==> config.mk <==
export PLATFORM = sky130hd
export DESIGN_NAME = md_ctrl
export DESIGN_NICKNAME = d
export VERILOG_FILES = /design/src/rtl/md_pkg.sv /design/src/rtl/md_div_iter.sv /design/src/rtl/md_ctrl.sv
export SDC_FILE = /design/constraint.sdc
export NUM_CORES = 2
export LEC_CHECK = 0
export ABC_CLOCK_PERIOD_IN_PS = 8800
export CAP_MARGIN = 10
export CORE_UTILIZATION = 59
export DETAILED_ROUTE_END_ITERATION = 10
export PLACE_DENSITY = 0.82
export SYNTH_ARGS = -nofsm -noshare
export SYNTH_HDL_FRONTEND = slang
export SYNTH_SLANG_ARGS = --single-unit
==> constraint.sdc <==
create_clock -name clk -period 8.8 [get_ports clk]
set_clock_uncertainty 0.15 [all_clocks]
set_input_delay 0.88 -clock clk [delete_from_list [all_inputs] [get_ports clk]]
set_output_delay 0.88 -clock clk [all_outputs]
set_load 0.05 [all_outputs]
==> src/rtl/md_pkg.sv <==
// Shared encodings, FSM state type and helpers for the multiply/divide unit.
package md_pkg;

    localparam logic [1:0] MD_MULT  = 2'b00;
    localparam logic [1:0] MD_MULTU = 2'b01;
    localparam logic [1:0] MD_DIV   = 2'b10;
    localparam logic [1:0] MD_DIVU  = 2'b11;

    localparam int DIV_CYCLES_DEFAULT = 32;

    typedef enum logic [1:0] {
        ST_IDLE = 2'b00,
        ST_MUL  = 2'b01,
        ST_DIV  = 2'b10,
        ST_FIX  = 2'b11
    } md_state_t;

    // Magnitude of a 32-bit operand; raw value when the operation is unsigned.
    function automatic logic [31:0] mag32(input logic [31:0] v, input logic is_signed);
        return (is_signed && v[31]) ? (32'd0 - v) : v;
    endfunction

endpackage

==> src/rtl/md_div_iter.sv <==
// Restoring magnitude divider: one quotient bit per step, 33-bit trial subtract.
module md_div_iter
    import md_pkg::*;
#(
    parameter int DIV_CYCLES = DIV_CYCLES_DEFAULT
) (
    input  logic        clk,
    input  logic        rst,
    input  logic        load,
    input  logic        step,
    input  logic [31:0] dividend,
    input  logic [31:0] divisor,
    output logic [31:0] quotient,
    output logic [31:0] remainder,
    output logic        last
);

    localparam int CW = (DIV_CYCLES > 1) ? $clog2(DIV_CYCLES) : 1;
    localparam logic [CW-1:0] CNT_LAST = CW'(DIV_CYCLES - 1);

    logic [CW-1:0] cnt_r;
    logic [31:0]   rem_r;
    logic [31:0]   quo_r;
    logic [31:0]   dvs_r;
    logic [32:0]   shift_s;
    logic [32:0]   diff_s;
    logic          last_s;

    assign shift_s = {rem_r, quo_r[31]};
    assign diff_s  = shift_s - {1'b0, dvs_r};
    assign last_s  = (cnt_r == CNT_LAST);

    // Divider state: load operands, then shift/subtract once per step.
    always_ff @(posedge clk) begin
        if (rst) begin
            cnt_r <= {CW{1'b0}};
            rem_r <= 32'd0;
            quo_r <= 32'd0;
            dvs_r <= 32'd0;
        end else if (load) begin
            cnt_r <= {CW{1'b0}};
            rem_r <= 32'd0;
            quo_r <= dividend;
            dvs_r <= divisor;
        end else if (step) begin
            // A borrow out of bit 32 means the trial subtract failed: restore.
            rem_r <= diff_s[32] ? shift_s[31:0] : diff_s[31:0];
            quo_r <= {quo_r[30:0], ~diff_s[32]};
            cnt_r <= last_s ? {CW{1'b0}} : (cnt_r + CW'(1));
        end else begin
            cnt_r <= cnt_r;
            rem_r <= rem_r;
            quo_r <= quo_r;
            dvs_r <= dvs_r;
        end
    end

    assign quotient  = quo_r;
    assign remainder = rem_r;
    assign last      = last_s;

endmodule

==> src/rtl/md_ctrl.sv <==
// Multiply/divide unit: FSM, single-cycle multiplier, divide sign fixup and Hi/Lo.
module md_ctrl
    import md_pkg::*;
#(
    parameter int DIV_CYCLES = DIV_CYCLES_DEFAULT
) (
    input  logic        clk,
    input  logic        rst,
    input  logic        start,
    input  logic [1:0]  md_op,
    input  logic [31:0] src_a,
    input  logic [31:0] src_b,
    input  logic        cancel,
    input  logic        rd_req,
    input  logic        hi_we,
    input  logic        lo_we,
    input  logic [31:0] wb_data,
    output logic [31:0] hi,
    output logic [31:0] lo,
    output logic        busy,
    output logic        stall,
    output logic        done
);

    md_state_t   state_r, next_s;
    logic [1:0]  op_r;
    logic [31:0] a_r, b_r, hi_r, lo_r;
    logic        accept_s, busy_s, done_s, stall_s;
    logic [31:0] quo_s, rem_s, div_hi_s, div_lo_s;
    logic        last_s, div_signed_s;
    logic [63:0] ext_a_s, ext_b_s, prod_s;

    assign accept_s     = (state_r == ST_IDLE) && start && !cancel;
    assign div_signed_s = (op_r == MD_DIV);

    md_div_iter #(.DIV_CYCLES(DIV_CYCLES)) u_div (
        .clk       (clk),
        .rst       (rst),
        .load      (accept_s && md_op[1]),
        .step      (state_r == ST_DIV),
        .dividend  (mag32(src_a, md_op == MD_DIV)),
        .divisor   (mag32(src_b, md_op == MD_DIV)),
        .quotient  (quo_s),
        .remainder (rem_s),
        .last      (last_s)
    );

    // State register.
    always_ff @(posedge clk) begin
        if (rst) begin
            state_r <= ST_IDLE;
        end else begin
            state_r <= next_s;
        end
    end

    // Next-state logic; a squash only aborts before the commit cycle.
    always_comb begin
        next_s = state_r;
        case (state_r)
            ST_IDLE: begin
                if (accept_s) begin
                    next_s = md_op[1] ? ST_DIV : ST_MUL;
                end else begin
                    next_s = ST_IDLE;
                end
            end
            ST_MUL:  next_s = ST_IDLE;
            ST_DIV: begin
                if (cancel) begin
                    next_s = ST_IDLE;
                end else if (last_s) begin
                    next_s = ST_FIX;
                end else begin
                    next_s = ST_DIV;
                end
            end
            ST_FIX:  next_s = ST_IDLE;
            default: next_s = ST_IDLE;
        endcase
    end

    // Status outputs, all held low while reset is asserted.
    always_comb begin
        busy_s = (state_r != ST_IDLE) && !rst;
        case (state_r)
            ST_MUL:  done_s = !cancel && !rst;
            ST_FIX:  done_s = !rst;
            default: done_s = 1'b0;
        endcase
        stall_s = busy_s && (start || rd_req);
    end

    // Operand latch at accept; divide fixup needs the original signs.
    always_ff @(posedge clk) begin
        if (rst) begin
            op_r <= 2'b00;
            a_r  <= 32'd0;
            b_r  <= 32'd0;
        end else if (accept_s) begin
            op_r <= md_op;
            a_r  <= src_a;
            b_r  <= src_b;
        end else begin
            op_r <= op_r;
            a_r  <= a_r;
            b_r  <= b_r;
        end
    end

    // Multiplier: 64-bit product of sign- or zero-extended operands.
    always_comb begin
        if (op_r == MD_MULT) begin
            ext_a_s = {{32{a_r[31]}}, a_r};
            ext_b_s = {{32{b_r[31]}}, b_r};
        end else begin
            ext_a_s = {32'd0, a_r};
            ext_b_s = {32'd0, b_r};
        end
        prod_s = ext_a_s * ext_b_s;
    end

    // Divide result: zero divisor short-circuits, otherwise restore the signs.
    always_comb begin
        if (b_r == 32'd0) begin
            div_lo_s = 32'hFFFF_FFFF;
            div_hi_s = a_r;
        end else begin
            div_lo_s = (div_signed_s && (a_r[31] ^ b_r[31])) ? (32'd0 - quo_s) : quo_s;
            div_hi_s = (div_signed_s && a_r[31]) ? (32'd0 - rem_s) : rem_s;
        end
    end

    // Hi/Lo registers: unit commit overrides older mthi/mtlo writes.
    always_ff @(posedge clk) begin
        if (rst) begin
            hi_r <= 32'd0;
            lo_r <= 32'd0;
        end else if (done_s) begin
            if (state_r == ST_MUL) begin
                hi_r <= prod_s[63:32];
                lo_r <= prod_s[31:0];
            end else begin
                hi_r <= div_hi_s;
                lo_r <= div_lo_s;
            end
        end else begin
            hi_r <= hi_we ? wb_data : hi_r;
            lo_r <= lo_we ? wb_data : lo_r;
        end
    end

    assign hi    = hi_r;
    assign lo    = lo_r;
    assign busy  = busy_s;
    assign done  = done_s;
    assign stall = stall_s;

endmodule

After elaboration in Yosys (flattened, before gate mapping)
Index checks and enable logic that the tools add are counted.
{ "classes": {"n_lt_le_gt_ge": 0, "n_mul": 1, "n_shift": 0, "add_sub_neg": 6, "eq_ne": 6, "mux": 24, "div_mod_pow": 0, "n_reduce_logical": 22, "n_bitwise": 2} }
{ "op_table": {"columns": ["op", "n"], "rows": [
  ["$mux W32", 15],
  ["$mux W64", 2],
  ["$sub A1 B32 Y32 const A", 4],
  ["$mul A64 B64 Y64", 1],
  ["$sub A33 B32 Y33", 1],
  ["$logic_not A32 Y1", 1],
  ["$logic_and A1 B1 Y1", 10],
  ["$eq A2 B2 Y1 const B", 4],
  ["$reduce_bool A2 Y1", 4],
  ["$mux W2", 3],
  ["$pmux W2 S3", 1],
  ["$add A5 B1 Y5 const B", 1],
  ["$eq A5 B5 Y1 const B", 1],
  ["$mux W5", 1],
  ["$logic_not A2 Y1", 2],
  ["$reduce_or A2 Y1", 2],
  ["$eq A2 B1 Y1 const B", 1],
  ["$logic_not A1 Y1", 2],
  ["$pmux W1 S2", 1],
  ["$logic_or A1 B1 Y1", 1],
  ["$mux W1", 1],
  ["$not A1 Y1", 1],
  ["$xor A1 B1 Y1", 1]
]} }
{ "totals": {"n_memories": 0, "input_bits": 105, "ramBits": 0, "register_bits": 233, "elab_cells": 71, "latch_bits": 0, "mem_bits_ro": 0, "output_inout_bits": 67} }

Logic depth before layout (Yosys ltp)
{ "logic_depth": {"word_depth": 6, "mapped_depth": 36, "ltp_nobuf": 34} }

Modules after synthesis
From an unflattened synthesis, not the netlist that was laid out.
{ "unflattened": {"cells_unflattened": 7004, "area_unflattened_um2": 62346.0} }
{ "by_module_without_submodules": {"columns": ["mod", "area_per_inst_um2", "n_inst", "seq_area_each_um2", "cells_each"], "rows": [
  ["md_ctrl", 56359.1, 1, 2642.5, 6274],
  ["md_div_iter", 5987.0, 1, 2021.9, 730]
]} }

Worst setup path before layout
No wires, ideal clock.
{ "synth_timing": {"path_kind": "reg2reg", "start": "reg op_r[1]", "end": "reg hi_r[30] (netlist: hi[30])", "path_buffers": 3, "t_arrival_ns": 9.292, "path_slack_ns": -0.775, "path_stages_with_launch": 29, "setup_ns": 0.133, "t_required_ns": 8.517, "synth_period_minus_slack_ns": 9.575, "cell_sequence": "dfxtp_1 > nor2_1 > and2_1 > clkbuf_1 > clkbuf_1 > nand2_1 > fa_1 > inv_1 > fa_1 > fa_1 > inv_1 > fa_1 > inv_1 > fa_1 > fa_1 > fa_1 > fa_1 > fa_1 > inv_1 > fa_1 > inv_1 > ha_1 > clkdlybuf4s50_2 > a211oi_1 > inv_1 > o22ai_1 > a31oi_4 > a2111oi_1 > nor3_2"} }
{ "synth_between": {"elab_chain_len": 6, "elab_cells_between_ends": 10, "cone_classes": "1 x mul; 1 x eq/ne; 6 x mux; 2 x reduce/logical"} }
{ "synth_lines": {"columns": ["element", "line_no", "rtl"], "rows": [
  ["start: declaration", "md_ctrl.sv:26", "logic [1:0] op_r;"],
  ["start signal: assignment", "md_ctrl.sv:101", "op_r <= md_op;"],
  ["start signal: assignment", "md_ctrl.sv:105", "op_r <= op_r;"],
  ["branches (longest 4 deep; another with $mul A64 B64 Y64)", null, null],
  ["$mux W32 (*)", "md_ctrl.sv:140", "if (state_r == ST_MUL) begin"],
  ["$mux W32 (*)", "md_ctrl.sv:139", "end else if (done_s) begin"],
  ["end signal: assignment", "md_ctrl.sv:141", "hi_r <= prod_s[63:32];"],
  ["end signal: assignment", "md_ctrl.sv:144", "hi_r <= div_hi_s;"],
  ["end signal: assignment", "md_ctrl.sv:148", "hi_r <= hi_we ? wb_data : hi_r;"],
  ["end: declaration", "md_ctrl.sv:27", "logic [31:0] a_r, b_r, hi_r, lo_r;"]
]} }
Every way passes the cells marked *.
A chain may end at the register's enable or synchronous reset.

Final worst setup path
{ "layout_timing": {"start": "reg b_r[1]", "end": "reg hi_r[30] (netlist: hi[30])"} }
{ "layout_between": {"elab_chain_len": 4, "elab_cells_between_ends": 6, "cone_classes": "1 x mul; 4 x mux; 1 x reduce/logical"} }
{ "layout_lines": {"columns": ["element", "line_no", "rtl"], "rows": [
  ["start: declaration", "md_ctrl.sv:27", null],
  ["start signal: assignment", "md_ctrl.sv:103", "b_r <= src_b;"],
  ["start signal: assignment", "md_ctrl.sv:107", "b_r <= b_r;"],
  ["$mux W64 / $logic_not A32 Y1 (equally long branches)", "md_ctrl.sv:113, md_ctrl.sv:125", null],
  ["$mul A64 B64 Y64 / $mux W32 (equally long branches)", "md_ctrl.sv:120, md_ctrl.sv:125", null],
  ["$mux W32 (*)", "md_ctrl.sv:140", null],
  ["$mux W32 (*)", "md_ctrl.sv:139", null]
]} }
Mark *: on every way between the ends. The rest lies on a longest branch, timed or not.

==> flow_summary.json <==
{
  "timing.final.setup_violations": 11,
  "wl_met1_um": 79200,
  "synth.ff_latch_count": 233,
  "slowest_library_cell_on_the_worst_path": "sky130_fd_sc_hd__fa_1",
  "crit_start": "b_r[1]",
  "grt_use_total_pct": 39.31,
  "cp_slowest_stage_delay_ns": 0.57,
  "first_global_vias": 53848,
  "synth-edff-count": 0,
  "setup_tns_ns": -0.9777,
  "cell_type_group_with_the_largest_total_delay_on_the_critical_path": "adder cells",
  "post_synth.cell_area_avg_um2": 8.897,
  "violations": "setup timing",
  "synth.net_count": 8825,
  "synth_cells": 6953,
  "place.gp.congestion": 1.067,
  "final.period_utilization_pct": 102.2,
  "grt_overflow_total": 0,
  "clockBufferDepth": 3,
  "port_buffers": 171,
  "fp.dieArea_mm2": 0.1061,
  "floorplan.die.height_um": 325.8,
  "drc": 0,
  "power.density_mw_per_mm2": 73.72,
  "power.combinational.fraction_pct": 54.3,
  "first_iter_violations": 5220,
  "grt_setup_unrepaired": "yes",
  "route.met3.wl_um": 27580,
  "rrSetupSlack_ns": -0.19,
  "synthToLayoutAreaGrowth_pct": 16.31,
  "maximum_vdd_ir_drop_uv": 162.5,
  "finalHoldWorstSlack_ns": 0.3148,
  "cap_violations": 0,
  "timing.critical_path.arrival_ns": 9.32,
  "firstDrtPassIters": 6,
  "design.portCount": 172,
  "worstRegToRegCells": 33,
  "switching_share_pct": 44.38,
  "numCtsBuffers": 29,
  "wire_length_of_the_first_global_routing_pass_um": 315700,
  "crit_required_ns": 9.13,
  "starting_density_of_the_core_pct": 59.60,
  "synth.top_cell.area_share_pct": 46.08,
  "detailroute.via_count": 51283,
  "clock_power_share_pct": 23.7,
  "p_leak_uw": 0.03606,
  "antenna_found_initial": 11,
  "cp_common_cell": "sky130_fd_sc_hd__fa_1",
  "synth.yosys.warnings": 0,
  "slew_headroom_pct": 11.99,
  "start_kind": "flip-flop",
  "timing.critical_path.depth": 33,
  "rows": 118,
  "final.min_clock_period_ns": 8.989,
  "maximum_number_of_pins_on_one_net_before_global_route_repair": 70,
  "synthTopCellsByArea": "sky130_fd_sc_hd__fa_1 46%, sky130_fd_sc_hd__inv_1 9.6%, sky130_fd_sc_hd__dfxtp_1 7.5%, sky130_fd_sc_hd__ha_1 6.9%, sky130_fd_sc_hd__nand2_1 5.3%",
  "drt-wirelength-per-cell_um": 24.10,
  "tightest_slew_ns": 1.310,
  "postSynth.asyncResetShare_pct": 0,
  "timing.critical_path.to": "hi[30]",
  "cts_tree": "built",
  "synth_largest_area_cell": "sky130_fd_sc_hd__fa_1",
  "clock-root-buffer": "sky130_fd_sc_hd__clkbuf_16",
  "clock.fmax_mhz": 111.2,
  "min-delay-path-class": "flip-flop to flip-flop",
  "setup.worst_path.end_class": "flip-flop",
  "worstSkewPairLatency_ns": 0.64,
  "crit_path_max_fanout": 6,
  "ys.flop_type": "sky130_fd_sc_hd__dfxtp_1",
  "cell_internal_pwr_uw": 2950,
  "crit_buf_inv": 12,
  "outcome": "complete, but fails checks",
  "vias_per_cell": 5.837,
  "place_hpwl_um": 173100,
  "hold_violation_count_in_the_final_report": 0,
  "critical_path.reg2reg.startpoint": "b_r[1]",
  "cts_num_sinks": 233,
  "synth-seq-area-share_pct": 7.540,
  "power_switching_uw": 2354,
  "layout_cell_share_with_drive_strength_beyond_1_pct": 13.40,
  "nets_final": 9253,
  "number_of_buffers_inserted_for_hold_repair_after_clock_tree_synthesis": 0,
  "wl_um": 211800,
  "met2_layer_wire_length_in_the_routed_design_um": 92980,
  "path_class": "flip-flop to flip-flop",
  "h_tree_depth_reported_by_cts": 1,
  "worst_hold_startpoint": "u_div.cnt_r[4]",
  "fin_ws_ns": -0.1893,
  "clk_pin_slew_worst_paths_ns": 0.08,
  "ant_nets": 0,
  "r2r-end": "hi[30]",
  "number_of_distinct_library_cells_after_synthesis": 83,
  "sequentialPowerShare_pct": 22.0,
  "top_routing_layer_in_use": "met5",
  "std_cell_core_area_mm2": 0.1038,
  "netlist_area_mm2": 0.06186,
  "timing.final.max_slew_violations": 0,
  "dieWidth_um": 325.8
}
[worst reg2reg max path: cells and delay by family, from the launching register on]
| family | cells | cell delay (ns) |
|---|---|---|
| simple gates | 4 | 0.45 |
| compound gates | 6 | 1.52 |
| buf+inv | 12 | 1.34 |
| flops | 1 | 0.36 |
| fa+ha+maj | 11 | 5.02 |
[sequential cells by signal, summed over array words and instances, names as in the netlist]
name / count
b_r: 32
hi: 32
op_r: 2
u_div.dvs_r: 32
u_div.quotient: 32
u_div.remainder: 32
lo: 32
a_r: 32
state_r: 2
u_div.cnt_r: 5
[power groups by stage]
stage | sequential [uW] | combinational [uW] | clock (uW)
after floorplan | 1230 | 1520 | 0
after global placement | 1190 | 2550 | 0
after detailed placement | 1190 | 2620 | 0
after CTS | 1170 | 2660 | 1250
after global routing | 1170 | 3090 | 1290
final | 1170 | 2880 | 1260
[cells by family (layout without fill, tap and decap cells)]
group	after synthesis	after routing	synth area share, %
AND/OR/NAND/NOR	1813	1813	14.00
adder cells (fa/ha/maj)	1771	1771	53.09
XOR/XNOR	253	253	3.582
buffers and inverters	1976	2426	12.22
AO/OA/AOI/OAI	845	845	8.558
multiplexers	62	62	1.013
other	0	3	0
flip-flops	233	233	7.540
[Yosys cell counts (12+ instances only)]
| cell | number |
|---|---|
| sky130_fd_sc_hd__inv_1 | 1581 |
| sky130_fd_sc_hd__fa_1 | 1424 |
| sky130_fd_sc_hd__nand2_1 | 877 |
| sky130_fd_sc_hd__and2_1 | 516 |
| sky130_fd_sc_hd__clkbuf_1 | 357 |
| sky130_fd_sc_hd__ha_1 | 343 |
| sky130_fd_sc_hd__a21oi_1 | 327 |
| sky130_fd_sc_hd__dfxtp_1 | 233 |
| sky130_fd_sc_hd__nor2_1 | 178 |
| sky130_fd_sc_hd__xnor2_1 | 166 |
| sky130_fd_sc_hd__o21ai_0 | 140 |
| sky130_fd_sc_hd__a211oi_1 | 107 |
| sky130_fd_sc_hd__xor2_1 | 87 |
| sky130_fd_sc_hd__mux2i_1 | 57 |
| sky130_fd_sc_hd__a21o_1 | 50 |
| sky130_fd_sc_hd__nor3_1 | 41 |
| sky130_fd_sc_hd__and3_1 | 34 |
| sky130_fd_sc_hd__nand3_1 | 32 |
| sky130_fd_sc_hd__nor2b_1 | 32 |
| sky130_fd_sc_hd__a22oi_1 | 31 |
| sky130_fd_sc_hd__a31oi_1 | 28 |
| sky130_fd_sc_hd__o22ai_1 | 25 |
| sky130_fd_sc_hd__o31ai_1 | 24 |
| sky130_fd_sc_hd__nor4_1 | 23 |
| sky130_fd_sc_hd__nand2b_1 | 22 |
| sky130_fd_sc_hd__nand4_1 | 18 |
| sky130_fd_sc_hd__buf_1 | 15 |
| sky130_fd_sc_hd__o211ai_1 | 14 |
| sky130_fd_sc_hd__or3_1 | 12 |
[cells in the final DEF (no fill, tap or decap), types with 37 or more instances in the layout]
cell                              Yosys  layout
sky130_fd_sc_hd__inv_1             1581    1543
sky130_fd_sc_hd__fa_1              1424    1368
sky130_fd_sc_hd__nand2_1            877     851
sky130_fd_sc_hd__and2_1             516     509
sky130_fd_sc_hd__buf_4                6     475
sky130_fd_sc_hd__ha_1               343     321
sky130_fd_sc_hd__a21oi_1            327     299
sky130_fd_sc_hd__dfxtp_1            233     194
sky130_fd_sc_hd__nor2_1             178     172
sky130_fd_sc_hd__clkdlybuf4s50_1      0     168
sky130_fd_sc_hd__xnor2_1            166     157
sky130_fd_sc_hd__o21ai_0            140     117
sky130_fd_sc_hd__a211oi_1           107     100
sky130_fd_sc_hd__xor2_1              87      82
sky130_fd_sc_hd__buf_12               0      72
sky130_fd_sc_hd__mux2i_1             57      57
sky130_fd_sc_hd__fa_2                 0      56
sky130_fd_sc_hd__a21o_1              50      50
sky130_fd_sc_hd__buf_6                6      48
sky130_fd_sc_hd__clkbuf_16            0      42
sky130_fd_sc_hd__nor3_1              41      37
[worst min path at each step]
stage	endpoint	slack (ns)	cells after the start
5_1_grt	u_div.cnt_r[4]	0.34	2
4_1_cts	u_div.dvs_r[0]	0.32	2
3_3_place_gp	u_div.dvs_r[31]	0.29	2
2_1_floorplan	u_div.dvs_r[31]	0.29	2
6_report	u_div.cnt_r[4]	0.31	2
3_5_place_dp	u_div.dvs_r[31]	0.30	2
[repair_timing]
item,4_1_cts,5_1_grt
endpoints found under the setup margin,29,35
buffers inserted,13,46
pin swaps,53,155
cloned,2,13
resized for setup,108,295
[through the flow]
step                      cell area [um^2]  power, uW  setup slack [ns]  util [%]  cells
after floorplan                      61940       2744           0.01106         -   6953
final                                71950       5304           -0.1893     69.32   8786
after global placement               68760       3736           -0.3007     66.24   8660
after global routing                 71940       5553           -0.4302     69.31   8783
after CTS                            70200       5080          -0.07682     67.64   8727
after detailed placement             68760       3804           -0.4185     66.24   8660
[cell type report]
cell class                      count  area [um^2]
Antenna cell                        3        7.507
Clock buffer                       36        802.0
Clock inverter                     17        147.6
Fill cell                        7696        31840
Inverter                         1581         5939
Multi-Input combinational cell   4744        50760
Sequential cell                   233         4756
Tap cell                         1380         1727
Timing Repair Buffer              792         7812
[routing by layer]
layer	vias to the layer above	track usage [%]
met4	10	16.75
met5	-	0
met2	3082	61.17
li1	21756	-
met1	25742	51.91
met3	693	10.74
Note: power is estimated with default switching activity, not from simulation.
